## src/rtl/rom_step_ctrl.sv

```systemverilog
// Single-clock sequencer for the 7-segment pattern ROM: steps the address on a
// synchronized 4-phase request or an auto-step tick, then latches the word for display.
module rom_step_ctrl #(
    parameter int ADDR_W   = 6,
    parameter int DATA_W   = 16,
    parameter int AUTO_DIV = 50_000_000
) (
    input  logic              clk,
    input  logic              rst_n,
    input  logic              in_R,
    output logic              in_A,
    input  logic              auto_en,
    output logic [ADDR_W-1:0] rom_addr,
    input  logic [DATA_W-1:0] rom_data,
    output logic [DATA_W-1:0] disp_data,
    output logic              busy,
    output logic [2:0]        dbg_state
);

    localparam int CNT_W = (AUTO_DIV > 1) ? $clog2(AUTO_DIV) : 1;
    localparam logic [CNT_W-1:0] CNT_MAX = CNT_W'(AUTO_DIV - 1);

    typedef enum logic [2:0] {
        S_INIT  = 3'd0,
        S_FETCH = 3'd1,
        S_LATCH = 3'd2,
        S_ACK   = 3'd3,
        S_IDLE  = 3'd4
    } state_t;

    state_t            state_q;
    logic [ADDR_W-1:0] addr_q;
    logic [DATA_W-1:0] disp_q;
    logic              ack_q;
    logic              manual_q;
    logic              req_meta_q, req_s;
    logic              auto_meta_q, auto_s;
    logic [CNT_W-1:0]  cnt_q, cnt_d;
    logic              tick;

    // Both inputs are asynchronous to clk; only the second flop of each pair is used.
    always_ff @(posedge clk or negedge rst_n) begin
        if (!rst_n) begin
            req_meta_q  <= 1'b0;
            req_s       <= 1'b0;
            auto_meta_q <= 1'b0;
            auto_s      <= 1'b0;
        end else begin
            req_meta_q  <= in_R;
            req_s       <= req_meta_q;
            auto_meta_q <= auto_en;
            auto_s      <= auto_meta_q;
        end
    end

    assign tick = auto_s && (cnt_q == CNT_MAX);

    always_comb begin
        cnt_d = cnt_q + CNT_W'(1);
        if (!auto_s || tick) begin
            cnt_d = '0;
        end
    end

    always_ff @(posedge clk or negedge rst_n) begin
        if (!rst_n) begin
            cnt_q <= '0;
        end else begin
            cnt_q <= cnt_d;
        end
    end

    // 4-phase handshake: source raises in_R, we raise in_A once disp_data holds the new
    // word, source drops in_R, we drop in_A; only then is the next request accepted.
    // A manual request outranks a same-cycle tick; ticks outside IDLE are simply lost.
    always_ff @(posedge clk or negedge rst_n) begin
        if (!rst_n) begin
            state_q  <= S_INIT;
            addr_q   <= '0;
            disp_q   <= '0;
            ack_q    <= 1'b0;
            manual_q <= 1'b0;
        end else begin
            case (state_q)
                S_INIT: begin
                    state_q <= S_FETCH;
                end
                S_IDLE: begin
                    if (req_s && !ack_q) begin
                        addr_q   <= addr_q + ADDR_W'(1);
                        manual_q <= 1'b1;
                        state_q  <= S_FETCH;
                    end else if (tick) begin
                        addr_q   <= addr_q + ADDR_W'(1);
                        manual_q <= 1'b0;
                        state_q  <= S_FETCH;
                    end
                end
                S_FETCH: begin
                    state_q <= S_LATCH;
                end
                S_LATCH: begin
                    disp_q <= rom_data;
                    if (manual_q) begin
                        ack_q   <= 1'b1;
                        state_q <= S_ACK;
                    end else begin
                        state_q <= S_IDLE;
                    end
                end
                S_ACK: begin
                    if (!req_s) begin
                        ack_q   <= 1'b0;
                        state_q <= S_IDLE;
                    end
                end
                default: begin
                    state_q <= S_INIT;
                end
            endcase
        end
    end

    assign in_A      = ack_q;
    assign rom_addr  = addr_q;
    assign disp_data = disp_q;
    assign busy      = (state_q != S_IDLE);
    assign dbg_state = state_q;

endmodule
```

## config.mk

```make
export PLATFORM = sky130hd
export DESIGN_NAME = rom_step_ctrl
export DESIGN_NICKNAME = d
export VERILOG_FILES = /design/src/rtl/rom_step_ctrl.sv
export SDC_FILE = /design/constraint.sdc
export NUM_CORES = 1
export LEC_CHECK = 0
export CAP_MARGIN = 20
export CORE_MARGIN = 2
export CORE_UTILIZATION = 35
export DETAILED_ROUTE_END_ITERATION = 12
export PLACE_DENSITY = 0.57
export SLEW_MARGIN = 20
export SYNTH_ARGS = -nofsm -noshare
export SYNTH_HDL_FRONTEND = slang
export SYNTH_SLANG_ARGS = --single-unit
```

## constraint.sdc

```tcl
create_clock -name clk -period 2.72 [get_ports clk]
set_input_delay 0.544 -clock clk [delete_from_list [all_inputs] [get_ports clk]]
set_output_delay 0.544 -clock clk [all_outputs]
set_load 0.03 [all_outputs]
```

==> results of run 1 <==
cell families after synthesis:
family / synth area share
and+or+nand+nor: 0.211
DFF: 0.555
xor gates and xnor gates: 0.0886
muxes: 0.0745
AOI/OAI and AO/OA: 0.0453
buffers and inverters: 0.0165
adders and majority gates: 0.00973
area by class of cell:
cell class,instances,share of cell area
Clock inverter,5,0.0164
Tap cell,99,0.0369
Inverter,5,0.00559
Timing Repair Buffer,49,0.146
Clock buffer,11,0.0421
Multi-Input combinational cell,154,0.328
Sequential cell,57,0.425
synth_stat cells (2+ instances only):
master    n
dfrtp_1  57
nor2_1   30
mux2_2   16
xor2_1   15
nand3_1  14
xnor2_1  11
and3_1   10
nand2_1  10
nand4_1   7
inv_1     5
o21ai_0   5
buf_2     4
nor3_1    4
nor4_2    4
o21a_1    3
a21oi_1   2
ha_1      2
nor3b_1   2
how the worst max path moves through the flow:
stage          slack [ps]  depth (start not counted)    startpoint           end
6_report              310                          3  dbg_state[0]          busy
2_1_floorplan         890                          4  dbg_state[2]  disp_data[0]
3_3_place_gp          660                          3  dbg_state[0]          busy
4_1_cts               280                          3  dbg_state[0]          busy
5_1_grt               180                          3  dbg_state[0]          busy
3_5_place_dp          650                          3  dbg_state[0]          busy
flip-flops by register name (all words and copies together), names as in the netlist:
register / count
cnt_q: 26
disp_data: 16
rom_addr: 6
dbg_state: 3
auto_meta_q: 1
auto_s: 1
in_A: 1
manual_q: 1
req_meta_q: 1
req_s: 1
power by group:
| group | internal [mW] | switching (mW) | total, mW |
|---|---|---|---|
| Combinational | 0.523 | 0.604 | 1.13 |
| Clock | 0.445 | 0.339 | 0.784 |
| Sequential | 1.03 | 0.132 | 1.16 |
| Total | 2.00 | 1.08 | 3.07 |
metrics by stage:
step                cells  utilization  hold slack, ps  cell area (µm²)  total power [mW]
floorplan             221            -             248             2570              1.85
global placement      364        0.441             332             3160              2.31
detailed placement    364        0.441             336             3160              2.32
CTS                   380        0.468             259             3360              3.12
global route          380        0.468             281             3360              3.26
finish                380        0.468             239             3360              3.07
layer usage:
metal / part of all wire / vias up / global-route usage
met4: 0.0063 / 0 / 0.0462
met3: 0.066 / 4 / 0.0553
met1: 0.48 / 853 / 0.180
met2: 0.45 / 38 / 0.193
met5: 0 / - / 0
li1: - / 883 / -
==> metrics.log, run 1 <==
INFO  metric timing.critical_path.cells = nor2_1 -> nand2_1 -> clkdlybuf4s50_1
INFO  metric syn_to_final_growth = 30.6%
INFO  metric drv.max_cap_violation_count = 0
INFO  metric most_common_cell_after_layout_fill_and_taps_aside = dfrtp_1
INFO  metric synth_top_area_cell = dfrtp_1
INFO  metric timing.final.ws_setup = 306 ps
INFO  metric unrepaired_setup_endpoints_after_global_routing = no
INFO  metric number_of_buffers_created_by_cts = 9
INFO  metric synth.avg_cell_area = 11.6 µm²
INFO  metric vias_per_cell = 4.68
INFO  metric timing.rr.start = cnt_q[0]
INFO  metric clock_path_buffers = 2
INFO  metric antenna_cells_inserted = 0
INFO  metric yosysWarnings = 0
INFO  metric worst_path_dominant_cell_family = buffers and inverters
INFO  metric post_synth_num_cell_types = 38
INFO  metric syn_inst = 221
INFO  metric cellPowerDensity = 916 nW/µm²
INFO  metric finalCritPeriodShare = 0.888
INFO  metric ctsHtreeMaxLevel = 3
INFO  metric overall_die_area = 8050 µm²
INFO  metric grt_antenna_before_repair = 0
INFO  metric drc_errors = 0
INFO  metric post-cts-setup-buffers = 0
INFO  metric timing.critical_path.from_type = register
INFO  metric ctsHoldBuffers = 0
INFO  metric vias = 1778
INFO  metric fmax = 0.414 GHz
INFO  metric detailed_place_hpwl = 3480 µm
INFO  metric timing.hold.worst.class = primary input to asynchronous set/reset pin
INFO  metric wire_length_of_the_first_global_routing_pass = 8780 µm
INFO  metric cp_arrival = 1870 ps
INFO  metric ir_worst_vdd = 0.594 mV
INFO  metric timing_max_transition_violations_final = 0
INFO  metric yosys_register_bits = 57
INFO  metric run_status = complete, no violations
INFO  metric track_usage = 0.133
INFO  metric final_ant_viol_nets = 0
INFO  metric cpMaxStageDelayCell = clkdlybuf4s50_1
INFO  metric synthDominantCellAreaShare = 0.555
INFO  metric path_clk_slew = 70 ps
INFO  metric place.port_buffers = 46
INFO  metric routed_wirelength = 4960 µm
INFO  metric timing.rr.end = cnt_q[20]
INFO  metric worst_reg_to_reg_setup_slack = 770 ps
INFO  metric cts_num_sinks = 57
INFO  metric worst_r2r_path_depth = 6
INFO  metric path_buf_inv = 1
INFO  metric cts_tree = done
INFO  metric path_max_fanout = 10
INFO  metric critPathRequiredTime = 2180 ps
INFO  metric coreArea = 7180 µm²
INFO  metric globalplace.congestion = 0.770
INFO  metric combined_area_of_all_synthesized_cells = 2570 µm²
INFO  metric synth_enable_flop_cells = 0
INFO  metric leakagePower = 1.42 nW
INFO  metric layout-drive-gt1-share = 0.167
INFO  metric path_class = register to output port
INFO  metric synthArstFlopShare = 1.00
INFO  metric area_occupied_by_multi_input_gates = 1100 µm²
INFO  metric cts_repair_resize_count = 0
INFO  metric die_width = 89.7 µm
INFO  metric grt_pass1_vias = 1867
INFO  metric mappedNetlistNets = 243
INFO  metric finalSetupViolCount = 0
INFO  metric drt_first_pass_iters = 4
INFO  metric overflow = 0
INFO  metric grt_start_max_net_pins = 31
INFO  metric worst_path_largest_cell_delay = 730 ps
INFO  metric fin_nets = 298
INFO  metric timing.clock.skew = 6.32 ps
INFO  metric ff_latch_area = 1430 µm²
INFO  metric std_cell_rows = 31
INFO  metric detailedRoute.firstIterationViolations = 46
INFO  metric max-slew-margin-rel = 0.560
INFO  metric fp.dieH = 89.7 µm
INFO  metric tightestPinTransition = 659 ps
INFO  metric initial_core_util = 0.358
INFO  metric drt-wirelength-per-cell = 13.0 µm
INFO  metric final_hold_viol_count = 0
INFO  metric cts-root-buf = clkbuf_8
INFO  metric dpl_worst_slack = 650 ps
INFO  metric num-fill-cells = 671
INFO  metric ios = 47
INFO  metric mostFrequentLayoutCells = 57 x dfrtp_1, 45 x clkdlybuf4s50_1, 30 x nor2_1
INFO  metric synth_area_leaders = dfrtp_1 55%, mux2_2 7.0%, xor2_1 5.1%
INFO  metric clock_latency = 330 ps
INFO  metric finalCriticalPeriod = 2410 ps
INFO  metric worst_setup_end_kind = output port
INFO  metric synth-seq-area-share = 0.555
INFO  metric setup_tns = 0 ps
INFO  metric ys.flop_type = dfrtp_1
Note: power is estimated with default switching activity, not from simulation.
==> inputs of run 2 (changes only) <==
--- a/config.mk
+++ b/config.mk
@@ -5,10 +5,10 @@
 export SDC_FILE = /design/constraint.sdc
 export NUM_CORES = 1
 export LEC_CHECK = 0
-export CAP_MARGIN = 20
 export CORE_MARGIN = 2
 export CORE_UTILIZATION = 35
 export DETAILED_ROUTE_END_ITERATION = 12
+export HOLD_SLACK_MARGIN = 0.1
 export PLACE_DENSITY = 0.57
 export SLEW_MARGIN = 20
 export SYNTH_ARGS = -nofsm -noshare
==> results of run 2 <==
Same layout as run 1: the final DEF is identical, and so are final timing and power.
==> inputs of run 3 (changes only) <==
--- a/config.mk
+++ b/config.mk
@@ -5,11 +5,13 @@
 export SDC_FILE = /design/constraint.sdc
 export NUM_CORES = 1
 export LEC_CHECK = 0
+export CELL_PAD_IN_SITES_DETAIL_PLACEMENT = 1
+export CELL_PAD_IN_SITES_GLOBAL_PLACEMENT = 1
 export CORE_MARGIN = 2
-export CORE_UTILIZATION = 35
+export CORE_UTILIZATION = 30
 export DETAILED_ROUTE_END_ITERATION = 12
 export HOLD_SLACK_MARGIN = 0.1
-export PLACE_DENSITY = 0.57
+export PLACE_DENSITY = 0.62
 export SLEW_MARGIN = 20
 export SYNTH_ARGS = -nofsm -noshare
 export SYNTH_HDL_FRONTEND = slang
==> metrics.log, run 3 (synthesis results as in run 1) <==
INFO  metric max-slew-margin-rel = 0.634
INFO  metric globalplace.congestion = 0.707
INFO  metric fp.dieH = 96.6 µm
INFO  metric ff_latch_area = 1430 µm²
INFO  metric std_cell_rows = 33
INFO  metric cts-root-buf = clkbuf_8
INFO  metric track_usage = 0.140
INFO  metric ctsHtreeMaxLevel = 3
INFO  metric drt-wirelength-per-cell = 14.8 µm
INFO  metric timing.final.ws_setup = 282 ps
INFO  metric power.total = 3.09 mW
INFO  metric post-cts-setup-buffers = 0
INFO  metric most_common_cell_after_layout_fill_and_taps_aside = dfrtp_1
INFO  metric max_flop_register = cnt_q
INFO  metric dpl_worst_slack = 655 ps
INFO  metric comb_power_share = 0.369
INFO  metric p_int = 1.98 mW
INFO  metric antenna_cells_inserted = 0
INFO  metric cts_repair_resize_count = 0
INFO  metric detailedRoute.firstIterationViolations = 40
INFO  metric pwr-share-seq = 0.379
INFO  metric overall_die_area = 9330 µm²
INFO  metric switching_share = 0.359
INFO  metric finalSetupViolCount = 0
INFO  metric number_of_buffers_created_by_cts = 9
INFO  metric timing.rr.start = cnt_q[0]
INFO  metric fin_nets = 299
INFO  metric ctsHoldBuffers = 0
INFO  metric finalCritPeriodShare = 0.896
INFO  metric run_status = complete, no violations
INFO  metric path_clk_slew = 70 ps
INFO  metric setup_tns = 0 ps
INFO  metric worst_setup_path_startpoint = dbg_state[0]
INFO  metric num-fill-cells = 911
INFO  metric leakagePower = 1.42 nW
INFO  metric area_occupied_by_multi_input_gates = 1100 µm²
INFO  metric syn_to_final_growth = 31.1%
INFO  metric path_max_fanout = 10
INFO  metric unrepaired_setup_endpoints_after_global_routing = no
INFO  metric timing.hold.worst.class = primary input to asynchronous set/reset pin
INFO  metric cellPowerDensity = 918 nW/µm²
INFO  metric die_width = 96.6 µm
INFO  metric timing_max_transition_violations_final = 0
INFO  metric drt_first_pass_iters = 4
INFO  metric path_class = register to output port
INFO  metric wire_length_of_the_first_global_routing_pass = 9790 µm
INFO  metric initial_core_util = 0.311
INFO  metric drc_errors = 0
INFO  metric largest_register_ffs = 26
INFO  metric drv.max_cap_violation_count = 0
INFO  metric grt_pass1_vias = 1986
INFO  metric vias = 1863
INFO  metric routed_wirelength = 5720 µm
INFO  metric tightestPinTransition = 544 ps
INFO  metric critPathRequiredTime = 2180 ps
INFO  metric fmax = 0.410 GHz
INFO  metric cts_tree = done
INFO  metric worst_setup_end_kind = output port
INFO  metric grt_start_max_net_pins = 43
INFO  metric place.port_buffers = 46
INFO  metric clock_latency = 340 ps
INFO  metric detailed_place_hpwl = 3950 µm
INFO  metric cp_arrival = 1890 ps
INFO  metric cts_num_sinks = 57
INFO  metric ir_worst_vdd = 0.594 mV
INFO  metric grt_antenna_before_repair = 0
INFO  metric mostFrequentLayoutCells = 57 x dfrtp_1, 45 x clkdlybuf4s50_1, 30 x nor2_1
INFO  metric final_ant_viol_nets = 0
INFO  metric clock_path_buffers = 2
INFO  metric coreArea = 8260 µm²
INFO  metric final_hold_viol_count = 0
INFO  metric timing.clock.skew = 9.65 ps
INFO  metric relative_contribution_of_the_clock_network_to_total_power = 0.253
INFO  metric finalCriticalPeriod = 2440 ps
INFO  metric layout-drive-gt1-share = 0.174
INFO  metric overflow = 0
INFO  metric timing.critical_path.from_type = register
INFO  metric power_switching = 1.11 mW
INFO  metric ios = 47
INFO  metric vias_per_cell = 4.81
## run 3: cell types whose count changed in the layout (fill, tap and decap cells not counted)
cell	delta
buf_4	+1
clkbuf_1	-1
clkbuf_8	-1
clkinv_4	+1
clkinvlp_4	+1
## run 3: through the flow
| stage | cells | area, µm² | hold slack [ps] | util |
|---|---|---|---|---|
| after floorplan | 221 | 2570 | 248 | - |
| after global placement | 371 | 3180 | 331 | 0.385 |
| after detailed placement | 371 | 3180 | 342 | 0.385 |
| after CTS | 387 | 3370 | 111 | 0.408 |
| after global routing | 387 | 3370 | 128 | 0.408 |
| final | 387 | 3370 | 124 | 0.408 |
## run 3: final timing paths
kind / to / slack [ps] / cells after the start
max: busy / 280 / 3
min: disp_data[4] / 120 / 1
max reg2reg: rom_addr[5] / 810 / 6
min reg2reg: req_s / 360 / 0
max in group asynchronous: cnt_q[24] / 2030 / 2
min in group clk: req_s / 360 / 0
## run 3: final cells by class
class,count,share of cell area
Timing Repair Buffer,50,0.148
Inverter,5,0.00557
Multi-Input combinational cell,154,0.327
Sequential cell,57,0.423
Clock inverter,7,0.0212
Clock buffer,9,0.0367
Tap cell,105,0.0390
## run 3: routing by layer
| metal | vias to the layer above | GRT usage | part of all wire |
|---|---|---|---|
| li1 | 887 | - | - |
| met1 | 934 | 0.189 | 0.48 |
| met2 | 31 | 0.211 | 0.48 |
| met3 | 11 | 0.0458 | 0.033 |
| met4 | 0 | 0.0493 | 0.013 |
| met5 | - | 0 | 0 |
## run 3: critical path, cell delays in order, from the launching register on
cell and delay [ps]:
dfrtp_1 500, nor2_1 90, nand2_1 230, clkdlybuf4s50_1 730
## run 3: power by group through the flow
stage / clock network (mW) / registers, mW / logic, mW
2_1_floorplan: 0 / 1.49 / 0.359
3_3_place_gp: 0 / 1.18 / 1.15
3_5_place_dp: 0 / 1.18 / 1.15
4_1_cts: 0.820 / 1.17 / 1.16
5_1_grt: 0.850 / 1.20 / 1.23
6_report: 0.782 / 1.17 / 1.14
